==> src/rtl/iot_src_pkg.sv <==
// iot_src_pkg
// Shared definitions for the IoT record source: FSM state encoding,
// consumer function codes and record geometry constants.
package iot_src_pkg;

    // Sequencer states: waiting for a record, or streaming its bytes out.
    typedef enum logic [0:0] {
        IDLE = 1'b0,
        SEND = 1'b1
    } state_t;

    // Function codes understood by the downstream consumer.
    localparam logic [2:0] FN_MAX     = 3'd1;
    localparam logic [2:0] FN_MIN     = 3'd2;
    localparam logic [2:0] FN_AVG     = 3'd3;
    localparam logic [2:0] FN_EXTRACT = 3'd4;
    localparam logic [2:0] FN_EXCLUDE = 3'd5;
    localparam logic [2:0] FN_PEAKMAX = 3'd6;
    localparam logic [2:0] FN_PEAKMIN = 3'd7;

    // Record geometry: one record is sixteen bytes, most significant first.
    localparam int BYTES_PER_REC = 16;
    localparam int REC_WIDTH     = 128;

endpackage

==> src/rtl/iot_res_cap.sv <==
// iot_res_cap
// Captures consumer results independently of the byte sequencer.
// Ports:
//   clk, rst        clock and asynchronous active-low reset
//   valid, iot_out  consumer result strobe and 128-bit result
//   res_valid       one-cycle pulse when a result has been captured
//   res_data        most recently captured result, held between captures
//   res_cnt         number of captured results, saturating at 255
module iot_res_cap
    import iot_src_pkg::*;
(
    input  logic                 clk,
    input  logic                 rst,
    input  logic                 valid,
    input  logic [REC_WIDTH-1:0] iot_out,
    output logic                 res_valid,
    output logic [REC_WIDTH-1:0] res_data,
    output logic [7:0]           res_cnt
);

    // Every consumer strobe latches the result and pulses res_valid for a
    // single cycle; the counter stops at its all-ones value rather than
    // wrapping so software can tell "many" from "few".
    always_ff @(posedge clk or negedge rst) begin
        if (!rst) begin
            res_valid <= 1'b0;
            res_data  <= '0;
            res_cnt   <= '0;
        end else begin
            res_valid <= valid;
            if (valid) begin
                res_data <= iot_out;
                if (res_cnt != 8'hFF) begin
                    res_cnt <= res_cnt + 8'd1;
                end
            end
        end
    end

endmodule

==> src/rtl/iot_src.sv <==
// iot_src
// Accepts 128-bit records from upstream and streams them byte by byte
// (most significant byte first) to an IoT consumer, honouring consumer
// backpressure. Records are grouped into rounds of REC_PER_ROUND; the
// function code is latched once per round. Consumer results are captured
// by the iot_res_cap sub-module.
// Ports:
//   clk, rst              clock and asynchronous active-low reset
//   fn_cfg                host function code, sampled at round start
//   rec_valid/rec_ready   record handshake, rec_data the record
//   busy                  consumer backpressure, blocks byte issue
//   in_en, iot_in         registered byte strobe and byte
//   fn_sel                registered function code, constant per round
//   valid, iot_out        consumer result strobe and result
//   res_valid/data/cnt    captured result pulse, value and count
//   round_done            pulse with the final byte of a round
module iot_src
    import iot_src_pkg::*;
#(
    parameter int REC_PER_ROUND = 8
) (
    input  logic                 clk,
    input  logic                 rst,
    input  logic [2:0]           fn_cfg,
    input  logic                 rec_valid,
    input  logic [REC_WIDTH-1:0] rec_data,
    output logic                 rec_ready,
    input  logic                 busy,
    output logic                 in_en,
    output logic [7:0]           iot_in,
    output logic [2:0]           fn_sel,
    input  logic                 valid,
    input  logic [REC_WIDTH-1:0] iot_out,
    output logic                 res_valid,
    output logic [REC_WIDTH-1:0] res_data,
    output logic [7:0]           res_cnt,
    output logic                 round_done
);

    localparam int                RC_W      = (REC_PER_ROUND > 1) ? $clog2(REC_PER_ROUND) : 1;
    localparam logic [RC_W-1:0]   LAST_REC  = RC_W'(REC_PER_ROUND - 1);
    localparam logic [3:0]        LAST_BYTE = 4'(BYTES_PER_REC - 1);

    state_t                 state;
    state_t                 state_nxt;
    logic [REC_WIDTH-1:0]   shreg;
    logic [3:0]             byte_cnt;
    logic [RC_W-1:0]        rec_cnt;
    logic [RC_W-1:0]        rec_cnt_nxt;
    logic                   issue;
    logic                   last_byte;
    logic                   accept;

    // State register.
    always_ff @(posedge clk or negedge rst) begin
        if (!rst) begin
            state <= IDLE;
        end else begin
            state <= state_nxt;
        end
    end

    // Next-state and handshake decode. While sending, a new record may only
    // be taken on the edge that issues the final byte of the current one,
    // which keeps the byte stream gapless without ever overwriting bytes
    // that still need to go out.
    always_comb begin
        state_nxt = state;
        rec_ready = 1'b0;
        issue     = 1'b0;
        last_byte = 1'b0;
        case (state)
            IDLE: begin
                rec_ready = 1'b1;
                if (rec_valid) begin
                    state_nxt = SEND;
                end
            end
            SEND: begin
                issue     = !busy;
                last_byte = !busy && (byte_cnt == LAST_BYTE);
                rec_ready = last_byte;
                if (last_byte && !rec_valid) begin
                    state_nxt = IDLE;
                end
            end
            default: state_nxt = IDLE;
        endcase
    end

    assign accept = rec_valid && rec_ready;

    // Record counter after this edge; a record accepted together with the
    // last byte of a round must see the wrapped value so it opens the new
    // round and picks up a fresh function code.
    always_comb begin
        rec_cnt_nxt = rec_cnt;
        if (last_byte) begin
            rec_cnt_nxt = (rec_cnt == LAST_REC) ? '0 : rec_cnt + RC_W'(1);
        end
    end

    // Byte datapath. An accept in the same edge as the final byte overrides
    // the shift so the new record is loaded intact.
    always_ff @(posedge clk or negedge rst) begin
        if (!rst) begin
            shreg      <= '0;
            byte_cnt   <= '0;
            rec_cnt    <= '0;
            in_en      <= 1'b0;
            iot_in     <= '0;
            fn_sel     <= '0;
            round_done <= 1'b0;
        end else begin
            in_en      <= issue;
            round_done <= last_byte && (rec_cnt == LAST_REC);
            rec_cnt    <= rec_cnt_nxt;
            if (issue) begin
                iot_in   <= shreg[REC_WIDTH-1 -: 8];
                shreg    <= {shreg[REC_WIDTH-9:0], 8'h00};
                byte_cnt <= byte_cnt + 4'd1;
            end
            if (accept) begin
                shreg    <= rec_data;
                byte_cnt <= '0;
                if (rec_cnt_nxt == '0) begin
                    fn_sel <= fn_cfg;
                end
            end
        end
    end

    iot_res_cap u_res_cap (
        .clk       (clk),
        .rst       (rst),
        .valid     (valid),
        .iot_out   (iot_out),
        .res_valid (res_valid),
        .res_data  (res_data),
        .res_cnt   (res_cnt)
    );

endmodule
==> config.mk <==
export PLATFORM = sky130hd
export DESIGN_NAME = iot_src
export DESIGN_NICKNAME = d
export VERILOG_FILES = /design/src/rtl/iot_src_pkg.sv /design/src/rtl/iot_res_cap.sv /design/src/rtl/iot_src.sv
export SDC_FILE = /design/constraint.sdc
export NUM_CORES = 1
export LEC_CHECK = 0
export BUFFER_PORTS_ARGS = -buffer_cell sky130_fd_sc_hd__buf_2
export CORE_AREA = 2 2 163 165
export CTS_BUF_LIST = sky130_fd_sc_hd__clkbuf_8
export DETAILED_ROUTE_END_ITERATION = 10
export DIE_AREA = 0 0 165 167
export GPL_TIMING_DRIVEN = 0
export PLACE_DENSITY = 0.74
export SKIP_LAST_GASP = 1
export SYNTH_ARGS = -nofsm -noshare
export SYNTH_HDL_FRONTEND = slang
export SYNTH_SLANG_ARGS = --single-unit
==> constraint.sdc <==
create_clock -name clk -period 2.1 [get_ports clk]
set_input_delay 0 -clock clk [delete_from_list [all_inputs] [get_ports clk]]
set_output_delay 0 -clock clk [all_outputs]
set_load 0.01 [all_outputs]
# Word-level counts from Yosys, hierarchy flattened
# Index checks and enable logic that the tools add are counted.
[totals] rom_bits=0 ff_bits=286 latch_bits=0 ram_bits=0 elab_cells=40 mem_count=0 input_bits=264
[classes] div=0 n_bitwise=1 n_eq_ne=3 add_sub_neg=3 multipliers=0 mux=12 n_reduce_logical=10 n_shift=0 order_cmp=0
[ops] operator="128-bit two-way mux" n=2
[ops] operator="8-bit by 1-bit adder with 8-bit output (second input constant)" n=1
[ops] operator="4-bit two-way mux" n=2
[ops] operator="8-bit != test (second input constant)" n=1
[ops] operator="3-bit two-way mux" n=2
[ops] operator="4-bit by 1-bit adder with 4-bit output (second input constant)" n=1
[ops] operator="4-bit equality test (second input constant)" n=1
[ops] operator="1-bit logical AND" n=4
[ops] operator="1-bit two-way mux" n=4
[ops] operator="1-bit case mux with 2 select lines" n=2
[ops] operator="2-bit AND reduction" n=2
[ops] operator="3-bit by 1-bit adder with 3-bit output (second input constant)" n=1
[ops] operator="3-bit equality test (second input constant)" n=1
[ops] operator="3-bit zero test" n=1
[ops] operator="1-bit zero test" n=2
[ops] operator="2-bit nonzero test" n=1
[ops] operator="1-bit inverter" n=1

# Logic depth before layout (Yosys ltp)
[depth] ltp_word=6 ltp_mapped=8 mapped_depth_nobuf=6

# Cells and area by module
# Synthesis repeated with hierarchy kept, for this count alone.
[unflattened] cells_unflattened=945 hier_area_um2=12316.8
[modules_own_cells] module="iot_src" area_each_um2=6732.7 cells_each=637 instances=1
[modules_own_cells] module="iot_res_cap" area_each_um2=5584.1 cells_each=308 instances=1

# Worst setup path before layout
# OpenSTA, ideal clock, no wires.
[synth_timing] kind="reg2reg" start="reg rec_cnt[0]" end="reg fn_sel[0]" setup_time_ns=0.128 n_path_buf=0 period_less_slack_ns=1.864 stages_incl_launch_ff=6 required_ns=1.972 setup_slack_ns=0.236 arrival_ns=1.737 path_cell_list="dfrtp_1 > ha_1 > nand2b_1 > a2111o_1 > a21boi_2 > mux2_1"
[synth_via] elab_chain_len=5 elab_cells_between_ends=6
[synth_lines] element="start, declared" line_no="iot_src.sv:48" source="logic [RC_W-1:0] rec_cnt;"
[synth_lines] element="start signal, assigned" line_no="iot_src.sv:117" source="rec_cnt <= rec_cnt_nxt;"
[synth_lines] element="3-bit by 1-bit adder with 3-bit output or 3-bit equality test (tied branches)" line_no="iot_src.sv:99" source="rec_cnt_nxt = (rec_cnt == LAST_REC) ? '0 : rec_cnt + RC_W'(1);"
[synth_lines] element="3-bit two-way mux" line_no="iot_src.sv:99"
[synth_lines] element="3-bit two-way mux *" line_no="iot_src.sv:98" source="if (last_byte) begin"
[synth_lines] element="3-bit zero test *" line_no="iot_src.sv:126" source="if (rec_cnt_nxt == '0) begin"
[synth_lines] element="2-bit AND reduction (no source line) *"
[synth_lines] element="end signal, assigned" line_no="iot_src.sv:127" source="fn_sel <= fn_cfg;"
[synth_lines] element="end, declared" line_no="iot_src.sv:31" source="output logic [2:0] fn_sel,"
# Every way passes the cells marked *; elsewhere a longest branch is shown, timed or not.
# A chain may end at the register's enable or synchronous reset.

# Worst setup path in the final report
[layout_timing] start="reg byte_cnt[0]" end="reg fn_sel[0]"
[layout_via] elab_chain_len=6 elab_cells_between_ends=8
[layout_lines] element="start, declared" line_no="iot_src.sv:47" source="logic [3:0] byte_cnt;"
[layout_lines] element="start signal, assigned" line_no="iot_src.sv:121" source="byte_cnt <= byte_cnt + 4'd1;"
[layout_lines] element="4-bit equality test *" line_no="iot_src.sv:81" source="last_byte = !busy && (byte_cnt == LAST_BYTE);"
[layout_lines] element="1-bit logical AND *" line_no="iot_src.sv:81"
[layout_lines] element="1-bit two-way mux" line_no="iot_src.sv:72" source="case (state)"
[layout_lines] element="3-bit two-way mux" line_no="iot_src.sv:98"
[layout_lines] element="3-bit zero test" line_no="iot_src.sv:126"
[layout_lines] element="2-bit AND reduction (no source line) *"
# Marks and branches as above.

==> impl_metrics.ini <==
[cells_and_area]
area_delta_synth_final_pct = 53.6
finalNonFillerCells = 2052
finish.net_count = 1945
postLayoutCoreUtil = 0.705
drive_above_1_share = 0.393

[clock_network]
numCtsBuffers = 48
clk-insertion-delay-late_ps = 560
clk_path_buf_depth = 3
cts_root_buffer = clkbuf_8
clkTransAtPathRegs_ps = 60
cts_num_sinks = 286
htreeDepth = 2
cts_tree = built

[yosys]
synth_top_area_cell = dfrtp_1
ys_warn_count = 0
synth_flop_cell = dfrtp_1
yosysTopAreaCellShare = 0.606
synthTopCellsByCount = dfrtp_1 (286), nand2_1 (169), mux2_2 (132)
yosysMostFrequentCell = dfrtp_1
syn_inst = 944
synth_area_mm2 = 0.0118
seq_area_frac_synth = 0.606
synth-edff-count = 0
ys_types = 32
yosys_register_bits = 286
netlist_top_cells_area = dfrtp_1 (61%), mux2_2 (13%), mux2i_1 (10%)
syn_avg_cell_area_um2 = 12.5
syn_nets = 1212
async_reset_ff_frac = 1.00

[placement]
port_buffers = 414
preCtsSetupSlack_ps = -156
dpl.hpwl_mm = 23.8
dpl.cell_count = 1695
gp_congestion = 0.832

[drt]
dr_total_vias = 10400
drtIter0Drc = 693
wl_per_cell_um = 19.7
firstDrtPassIters = 6
vias_per_cell = 5.09
postRouteAntennaNets = 0
wl_mm = 40.5
route.detailed.drc = 0

[sta]
finalCritPeriodShare = 0.952
worst_pin_slew_ps = 663
fin_ws_ps = 101
final.setup_skew_ps = 14.1
slew_viol_final = 0
fmax_mhz = 500
period_minus_slack_ps = 2000
relSlewSlack = 0.558
final-setup-viol-count = 0
rsz0062_at_grt = false
hold_viol_final = 0

[critical_path]
arrival_ps = 2430
setup.worst_path.end_class = flop
critical_path_class = flop to flop
required_ps = 2530
crit_fanout = 10
start_kind = flop

[global_route]
grt_overflow = 0
grt_usage = 0.293
antenna_found_initial = 4
grt_max_degree = 125
grt_pass1_wl_mm = 62.2
grt_pass1_vias = 11500

[floorplanning]
num_rows = 59
initial_core_util = 0.459
io_pins = 415
die_width_um = 165
fp.dieH_um = 167
dieArea_mm2 = 0.0276
core_mm2 = 0.0258

[run_status]
outcome = finished, final reports clean

[power]
p_leak_nw = 8.93
ir_drop_v = 0.000622
power_density_mw_per_mm2 = 932

[job]
max_cap_viol_count = 0

[hold_path]
holdCritPathClass = input port to async pin
[per-stage QoR]
stage / hold WS (ps) / power, mW / area, µm² / setup TNS (ps)
after floorplan: -296 / 9.47 / 11800 / 0
after global placement: 121 / 10.8 / 14300 / -1183600
after detailed placement: -67.0 / 11.0 / 14400 / -8020
after CTS: 3.39 / 16.8 / 18100 / 0
after global routing: 38.8 / 17.8 / 18200 / 0
final: 47.2 / 16.9 / 18200 / 0
[where the power goes]
group / switching (mW) / internal (mW) / total, mW / leakage, nW
Clock: 2.29 / 3.12 / 5.40 / 0.601
Combinational: 1.81 / 1.88 / 3.68 / 4.72
Sequential: 0.960 / 6.86 / 7.82 / 3.61
[cell type report]
type / count / area [µm²]
antenna: 3 / 7.51
buffer: 60 / 340
clock buffer: 61 / 840
clock inverter: 26 / 224
fill: 1672 / 7610
inverter: 3 / 11.3
multi-input combinational: 595 / 4330
sequential: 286 / 7160
tap: 335 / 419
timing repair buffer: 683 / 4820
[worst paths after layout]
kind | start | endpoint | slack [ps] | depth (start not counted)
worst max-delay path | byte_cnt[0] | fn_sel[0] | 100 | 6
worst max register to register | byte_cnt[0] | fn_sel[0] | 100 | 6
worst min register to register | iot_in[2] | iot_in[2] | 470 | 2
max in group asynchronous | rst | u_res_cap.res_data[75] | 1470 | 3
min in group clk | valid | u_res_cap.res_valid | 100 | 2
worst min-delay path | rst | shreg[92] | 50 | 3
[sequential cells by signal, indices dropped and copies added, names as in the netlist]
register and flops:
round_done 1, fn_sel 3, rec_cnt 3, u_res_cap.res_cnt 8, byte_cnt 4, u_res_cap.res_data 128, state 1, iot_in 8
u_res_cap.res_valid 1, in_en 1, shreg 128
[placed cells by master, fill, tap and decap left out, types with 4 or more instances in the layout]
cell type / n
buf_1: 5
buf_2: 434
buf_4: 18
bufinv_16: 4
clkbuf_1: 11
clkbuf_2: 5
clkbuf_8: 61
clkinv_2: 4
dfrtp_1: 286
dlygate4sd3_1: 263
inv_1: 17
mux2_2: 132
mux2i_1: 122
nand2_1: 169
nand4_1: 4
nor2_1: 6
o21ai_0: 120
o21ai_1: 10
xnor2_1: 4
[worst max-delay path, stage by stage (launching register included)]
cell	delay (ps)
dfrtp_1	400
ha_2	220
nand4b_2	170
a21boi_4	310
buf_8	190
a21boi_4	240
mux2_1	340
[layer usage]
| metal | global-route usage | vias to the layer above | share of wire |
|---|---|---|---|
| met3 | 0.0770 | 159 | 0.062 |
| met2 | 0.498 | 438 | 0.50 |
| met1 | 0.337 | 5099 | 0.39 |
| met5 | 0 | - | 0.00025 |
| met4 | 0.154 | 2 | 0.048 |
| li1 | - | 4743 | - |
[what timing repair did]
item	in CTS	in global routing
endpoints found under the setup margin	103	102
buffers inserted	2	1
endpoints found under the hold margin	547	0
resized for setup	0	16
pin swaps	1	1
hold buffers	264	0
[logic make-up (layout without fill, tap and decap cells)]
logic type	after synthesis	count (layout)	share of synthesized area
other cells	0	3	0
mux	257	257	0.232
fa+ha+maj	4	4	0.00424
xor+xnor	7	7	0.00519
simple gates	191	191	0.0643
compound gates	136	136	0.0603
buf+inv	63	833	0.0283
flops	286	286	0.606
Power figures use the tool's default switching activity.
